[config.mk]
export PLATFORM = sky130hd
export DESIGN_NAME = bloon_hit_scanner
export DESIGN_NICKNAME = d
export VERILOG_FILES = /design/src/rtl/bloons_pkg.sv /design/src/rtl/hit_box_cmp.sv /design/src/rtl/bloon_hit_scanner.sv
export SDC_FILE = /design/constraint.sdc
export NUM_CORES = 2
export LEC_CHECK = 0
export CELL_PAD_IN_SITES_DETAIL_PLACEMENT = 1
export CELL_PAD_IN_SITES_GLOBAL_PLACEMENT = 2
export CORE_ASPECT_RATIO = 1.1
export CORE_MARGIN = 2
export CORE_UTILIZATION = 30
export DETAILED_ROUTE_END_ITERATION = 8
export DONT_BUFFER_PORTS = 1
export PLACE_DENSITY_LB_ADDON = 0.3
export SETUP_SLACK_MARGIN = 0.2
export SYNTH_ARGS = -nofsm -noshare
export SYNTH_HDL_FRONTEND = slang
export SYNTH_SLANG_ARGS = --single-unit
[constraint.sdc]
create_clock -name Clk -period 11.02 [get_ports Clk]
set_input_delay 2.204 -clock Clk [delete_from_list [all_inputs] [get_ports Clk]]
set_output_delay 2.204 -clock Clk [all_outputs]
set_load 0.02 [all_outputs]
[src/rtl/bloons_pkg.sv]
// rtl/bloons_pkg.sv - shared sizes, types and scanner states for the bloon hit scanner
package bloons_pkg;
  localparam int NUM_PROJ  = 8;
  localparam int NUM_BLOON = 32;
  localparam int COORD_W   = 10;
  localparam int HIT_R     = 8;

  localparam int PROJ_W  = $clog2(NUM_PROJ);
  localparam int BLOON_W = $clog2(NUM_BLOON);
  localparam int IDX_W   = PROJ_W + BLOON_W;

  typedef logic [COORD_W-1:0]   coord_t;
  typedef logic [NUM_BLOON-1:0] bloon_mask_t;

  typedef enum logic [2:0] {IDLE, SNAP, SCAN, DRAIN, PUBLISH} scan_state_t;

  // Zero-extended subtract so coordinates at 0 and full scale never wrap.
  function automatic logic [COORD_W:0] abs_diff(input coord_t a, input coord_t b);
    logic [COORD_W:0] d;
    d = {1'b0, a} - {1'b0, b};
    return d[COORD_W] ? (~d + 1'b1) : d;
  endfunction
endpackage

[src/rtl/hit_box_cmp.sv]
// rtl/hit_box_cmp.sv - two-stage registered |dx|/|dy| square hit-box compare
module hit_box_cmp
  import bloons_pkg::*;
(
  input  logic               Clk,
  input  logic               reset_n,
  input  logic               in_valid,
  input  logic [COORD_W-1:0] proj_x,
  input  logic [COORD_W-1:0] proj_y,
  input  logic [COORD_W-1:0] bloon_x,
  input  logic [COORD_W-1:0] bloon_y,
  input  logic               pair_live,
  input  logic [PROJ_W-1:0]  in_p,
  input  logic [BLOON_W-1:0] in_b,
  output logic               out_valid,
  output logic               hit,
  output logic [PROJ_W-1:0]  out_p,
  output logic [BLOON_W-1:0] out_b
);
  localparam logic [COORD_W:0] HIT_LIM = (COORD_W+1)'(HIT_R);

  logic               s1_valid;
  logic               s1_pv;
  logic [COORD_W:0]   s1_adx;
  logic [COORD_W:0]   s1_ady;
  logic [PROJ_W-1:0]  s1_p;
  logic [BLOON_W-1:0] s1_b;

  always_ff @(posedge Clk or negedge reset_n) begin
    if (!reset_n) begin
      s1_valid  <= 1'b0;
      s1_pv     <= 1'b0;
      s1_adx    <= '0;
      s1_ady    <= '0;
      s1_p      <= '0;
      s1_b      <= '0;
      out_valid <= 1'b0;
      hit       <= 1'b0;
      out_p     <= '0;
      out_b     <= '0;
    end else begin
      s1_valid  <= in_valid;
      s1_pv     <= pair_live;
      s1_adx    <= abs_diff(proj_x, bloon_x);
      s1_ady    <= abs_diff(proj_y, bloon_y);
      s1_p      <= in_p;
      s1_b      <= in_b;
      out_valid <= s1_valid;
      hit       <= s1_pv & (s1_adx <= HIT_LIM) & (s1_ady <= HIT_LIM);
      out_p     <= s1_p;
      out_b     <= s1_b;
    end
  end
endmodule

[src/rtl/bloon_hit_scanner.sv]
// rtl/bloon_hit_scanner.sv - per-frame projectile/bloon collision scan producing hit masks
module bloon_hit_scanner
  import bloons_pkg::*;
(
  input  logic                            Clk,
  input  logic                            reset_n,
  input  logic                            start,
  input  logic [NUM_PROJ*COORD_W-1:0]     proj_x,
  input  logic [NUM_PROJ*COORD_W-1:0]     proj_y,
  input  logic [NUM_PROJ-1:0]             proj_active,
  input  logic [NUM_BLOON*COORD_W-1:0]    bloon_x,
  input  logic [NUM_BLOON*COORD_W-1:0]    bloon_y,
  input  logic [NUM_BLOON-1:0]            bloon_live,
  output logic [NUM_PROJ*NUM_BLOON-1:0]   hit_mask,
  output logic                            done,
  output logic                            busy,
  output logic                            overrun
);
  localparam logic [IDX_W-1:0] IDX_LAST = '1;

  scan_state_t state, next_state;

  coord_t [NUM_PROJ-1:0]       snap_px, snap_py;
  coord_t [NUM_BLOON-1:0]      snap_bx, snap_by;
  logic [NUM_PROJ-1:0]         snap_act;
  bloon_mask_t                 snap_live;
  bloon_mask_t [NUM_PROJ-1:0]  work;
  bloon_mask_t [NUM_PROJ-1:0]  pub;
  logic [IDX_W-1:0]            idx;
  logic                        drain_last;

  logic [PROJ_W-1:0]  cur_p;
  logic [BLOON_W-1:0] cur_b;
  logic               res_valid, res_hit;
  logic [PROJ_W-1:0]  res_p;
  logic [BLOON_W-1:0] res_b;

  assign cur_p    = idx[IDX_W-1:BLOON_W];
  assign cur_b    = idx[BLOON_W-1:0];
  assign hit_mask = pub;

  always_ff @(posedge Clk or negedge reset_n) begin
    if (!reset_n) state <= IDLE;
    else          state <= next_state;
  end

  always_comb begin
    next_state = state;
    case (state)
      IDLE:    if (start) next_state = SNAP;
      SNAP:    next_state = SCAN;
      SCAN:    if (idx == IDX_LAST) next_state = DRAIN;
      DRAIN:   if (drain_last) next_state = PUBLISH;
      PUBLISH: next_state = IDLE;
      default: next_state = IDLE;
    endcase
  end

  hit_box_cmp u_cmp (
    .Clk       (Clk),
    .reset_n   (reset_n),
    .in_valid  (state == SCAN),
    .proj_x    (snap_px[cur_p]),
    .proj_y    (snap_py[cur_p]),
    .bloon_x   (snap_bx[cur_b]),
    .bloon_y   (snap_by[cur_b]),
    .pair_live (snap_act[cur_p] & snap_live[cur_b]),
    .in_p      (cur_p),
    .in_b      (cur_b),
    .out_valid (res_valid),
    .hit       (res_hit),
    .out_p     (res_p),
    .out_b     (res_b)
  );

  always_ff @(posedge Clk or negedge reset_n) begin
    if (!reset_n) begin
      snap_px    <= '0;
      snap_py    <= '0;
      snap_bx    <= '0;
      snap_by    <= '0;
      snap_act   <= '0;
      snap_live  <= '0;
      work       <= '0;
      pub        <= '0;
      idx        <= '0;
      drain_last <= 1'b0;
      done       <= 1'b0;
      busy       <= 1'b0;
      overrun    <= 1'b0;
    end else begin
      done       <= (state == PUBLISH);
      busy       <= (next_state != IDLE);
      overrun    <= start && (state != IDLE);
      drain_last <= (state == DRAIN) ? ~drain_last : 1'b0;
      if (state == SNAP) begin
        snap_px   <= proj_x;
        snap_py   <= proj_y;
        snap_bx   <= bloon_x;
        snap_by   <= bloon_y;
        snap_act  <= proj_active;
        snap_live <= bloon_live;
        work      <= '0;
        idx       <= '0;
      end
      if (state == SCAN) idx <= idx + 1'b1;
      // Results land two cycles behind issue; DRAIN covers the tail.
      if (res_valid) work[res_p][res_b] <= res_hit;
      if (state == PUBLISH) pub <= work;
    end
  end
endmodule

==> impl_metrics.csv <==
group,metric,value,unit
routing,wl_per_cell,28.6,um
worst_hold_path,hold_class,"register to register",
yosys,muxShareOfSynthArea,14.6,%
placed_design,place_ws,4.63,ns
yosys,seq_area_frac_synth,57.2,%
clock_tree,cts.sinks,1409,
sta,setup_violations,0,
yosys,synth_xor_xnor_area_share,0.449,%
sta,max_slew_margin,12.5,%
routing,ant_nets,0,
setup_path,r2r-start,"idx[1]",
cells_and_area,fin_area,0.0699,mm2
yosys,yosysUniqueCellTypes,59,
clock_tree,cts_tree,"yes",
yosys,yosysWarnings,0,
cells_and_area,syn2layout_area_growth,13.4,%
setup_path,crit_path_start_kind,"register",
placed_design,dp_hpwl,179000,um
setup_path,path_class,"register to register",
yosys,synthAdderAreaFrac,0.532,%
routing,drtIter0Drc,3626,
power,total_power,20900,uW
floorplan,initial_core_util,30.2,%
power,power.leakage,0.0346,uW
sta,final.setup.tns,0,ns
setup_path,max_stage_delay,0.77,ns
cells_and_area,drive_gt1_share,11.6,%
setup_path,required,11.70,ns
worst_hold_path,holdPathStages,0,
power,irDropWorstVdd,0.197,mV
sta,hold_viol_final,0,
clock_tree,cts-resized-gates,0,
grt,grt_use_total,23.4,%
yosys,ys_ff_latch,1409,
clock_tree,cts_root_buffer,"clkbuf_16",
flow_run,maxCapViolCount,0,
routing,vias,44300,
sta,fin_skew,0.0301,ns
floorplan,core,0.204,mm2
cells_and_area,final_common_cell,"nand2_1",
setup_path,crit_slowest_cell,"buf_4",
placed_design,portBuffers,0,
yosys,synth_area_leaders,"dfrtp_1, nand2_1, mux4_2",
sta,min_period,5.64,ns
setup_path,path_buf_inv,3,
grt,grt_max_degree,223,
grt,antenna_found_initial,42,
grt,grt_first_pass_wirelength,355000,um
routing,drc,0,
setup_path,path_delay_family,"buffers and inverters",
yosys,synth.avg_cell_area,10.3,um2
sta,tightest_slew,1.31,ns
setup_path,worstPathMaxFanout,57,
yosys,synth_largest_area_cell,"dfrtp_1",
placed_design,dpl_cell_area,0.0643,mm2
floorplan,io_pins,1102,
clock_tree,cts_setup_buffers,0,
power,p_per_area,300,mW/mm2
setup_path,worst_r2r_path_depth,14,
clock_tree,clk_pin_slew,0.06,ns
worst_hold_path,hold_path_end,"u_cmp.out_p[2]",
clock_tree,cts-buffers-inserted,163,
yosys,synth-simple-area-share,20.5,%
setup_path,r2r_end,"u_cmp.s1_adx[9]",
clock_tree,htree_levels,4,
sta,grt_setup_unrepaired,"no",
clock_tree,clk_latency,0.82,ns
floorplan,dieWidth,436,um
yosys,synth_compound_area_share,3.95,%
grt,grt_overflow,0,
sta,min_period_over_period,51.2,%
clock_tree,cts_hold_buf,0,
routing,drt_wl_total,249000,um
sta,final_max_slew_viol_count,0,
yosys,synth_edf_count,0,
routing,vias_per_cell,5.08,
clock_tree,clockBufferDepth,3,
yosys,syn-num-nets,6869,
cells_and_area,nNetsFinal,6695,
setup_path,rrSetupSlack,5.38,ns
sta,fmax,177,MHz
yosys,synth_top_family_by_area,"simple AND/OR/NAND/NOR gates",
placed_design,gp_congestion,0.837,
cells_and_area,mostFrequentLayoutCells,"nand2_1, dfrtp_1, nand3_1",
floorplan,die_h,479,um
setup_path,cp_cell_sequence,"buf_4 > buf_4 > mux4_2 > mux4_2 > mux2_2 > ha_1 > inv_1 > fa_1 > a21o_1 > a221oi_2 > o31ai_1 > a21o_1 > a41o_1 > xnor3_1",
worst_hold_path,hold_path_startpoint,"u_cmp.s1_p[2]",
grt,first_global_vias,47500,
yosys,ys_async_sr_fraction,100,%
yosys,syn_inst,6001,
yosys,netlist_area,0.0616,mm2
routing,firstDrtPassIters,7,
setup_path,end_kind,"register",
sta,layout_setup_ws,5.38,ns
yosys,synth_top_cell_area_share,57.2,%
floorplan,dieArea,0.209,mm2
run_status,outcome,"finished clean",
floorplan,rows,174,
yosys,synthFlopType,"dfrtp_1",
setup_path,cp.arrival,6.32,ns
==> power breakdown <==
group | total (uW) | switching (uW) | internal, uW | leakage [uW]
sequential | 7910 | 1090 | 6820 | 0.0182
combinational | 7340 | 4430 | 2910 | 0.0137
clock | 5690 | 2310 | 3380 | 0.00274
==> routing by layer <==
layer | vias to the layer above | wire length, um | track usage, % | share of wire [%]
met1 | 23100 | 102000 | 29.0 | 41
met3 | 295 | 16200 | 6.19 | 6.5
met5 | - | 221 | 0 | 0.089
met4 | 36 | 5860 | 6.26 | 2.4
met2 | 1221 | 125000 | 40.3 | 50
li1 | 19600 | - | - | -
==> stage by stage <==
stage	std cells	hold slack [ns]	utilization, %
2_1_floorplan	6001	0.331	-
3_3_place_gp	8390	0.333	31.5
3_5_place_dp	8390	0.336	31.5
4_1_cts	8687	0.350	34.2
5_1_grt	8700	0.362	34.2
6_report	8708	0.350	34.2
==> how the worst max path moves through the flow <==
stage	start	to	slack, ns	cells after the start
after global routing	reset_n	snap_by[230]	5.03	5
after global placement	reset_n	snap_bx[269]	4.68	5
after detailed placement	reset_n	snap_bx[299]	4.63	5
after CTS	idx[1]	u_cmp.s1_adx[9]	5.31	14
final	idx[1]	u_cmp.s1_adx[9]	5.38	14
after floorplan	idx[0]	u_cmp.s1_adx[9]	7.11	13
==> cell type report <==
class | count | area [um2]
Antenna cell | 21 | 52.6
Clock inverter | 42 | 618
Timing Repair Buffer | 60 | 711
Inverter | 21 | 78.8
Sequential cell | 1409 | 35300
Multi-Input combinational cell | 4172 | 24800
Clock buffer | 255 | 4970
Fill cell | 22800 | 134000
Tap cell | 2728 | 3410
==> cell usage after synthesis (17+ instances only) <==
| cell type | count |
|---|---|
| nor3_1 | 17 |
| clkbuf_1 | 315 |
| a21oi_1 | 25 |
| o211ai_1 | 257 |
| xnor2_1 | 23 |
| mux2_2 | 99 |
| nand2_1 | 2836 |
| buf_2 | 44 |
| mux4_2 | 252 |
| mux2i_1 | 22 |
| nand3_1 | 266 |
| mux2_1 | 178 |
| inv_1 | 21 |
| nor2_1 | 56 |
| buf_1 | 29 |
| ha_1 | 23 |
| dfrtp_1 | 1409 |
==> kinds of logic after synthesis <==
| family | Yosys count |
|---|---|
| compound gates | 334 |
| xor+xnor | 30 |
| fa+ha+maj | 25 |
| buf+inv | 420 |
| flops | 1409 |
| mux | 551 |
| simple gates | 3232 |
==> state kept, by name, summed over array words and instances, names as in the netlist, 3 cells and up <==
signal and cells:
snap_bx 320, snap_by 320, hit_mask 256, work 256
snap_px 80, snap_py 80, snap_live 32, u_cmp.s1_adx 11
u_cmp.s1_ady 11, idx 8, snap_act 8, u_cmp.out_b 5
u_cmp.s1_b 5, state 3, u_cmp.out_p 3, u_cmp.s1_p 3
==> worst register-to-register path, stage by stage, from the launching register on <==
cell and delay [ns]:
dfrtp_4 0.67, buf_4 0.79, buf_4 0.79, mux4_2 0.48
mux4_2 0.58, mux2_2 0.31, ha_1 0.23, inv_1 0.08
fa_1 0.25, a21o_1 0.24, a221oi_2 0.10, o31ai_1 0.36
a21o_1 0.28, a41o_1 0.13, xnor3_1 0.23
No activity file was read; power rests on OpenSTA's default activity.
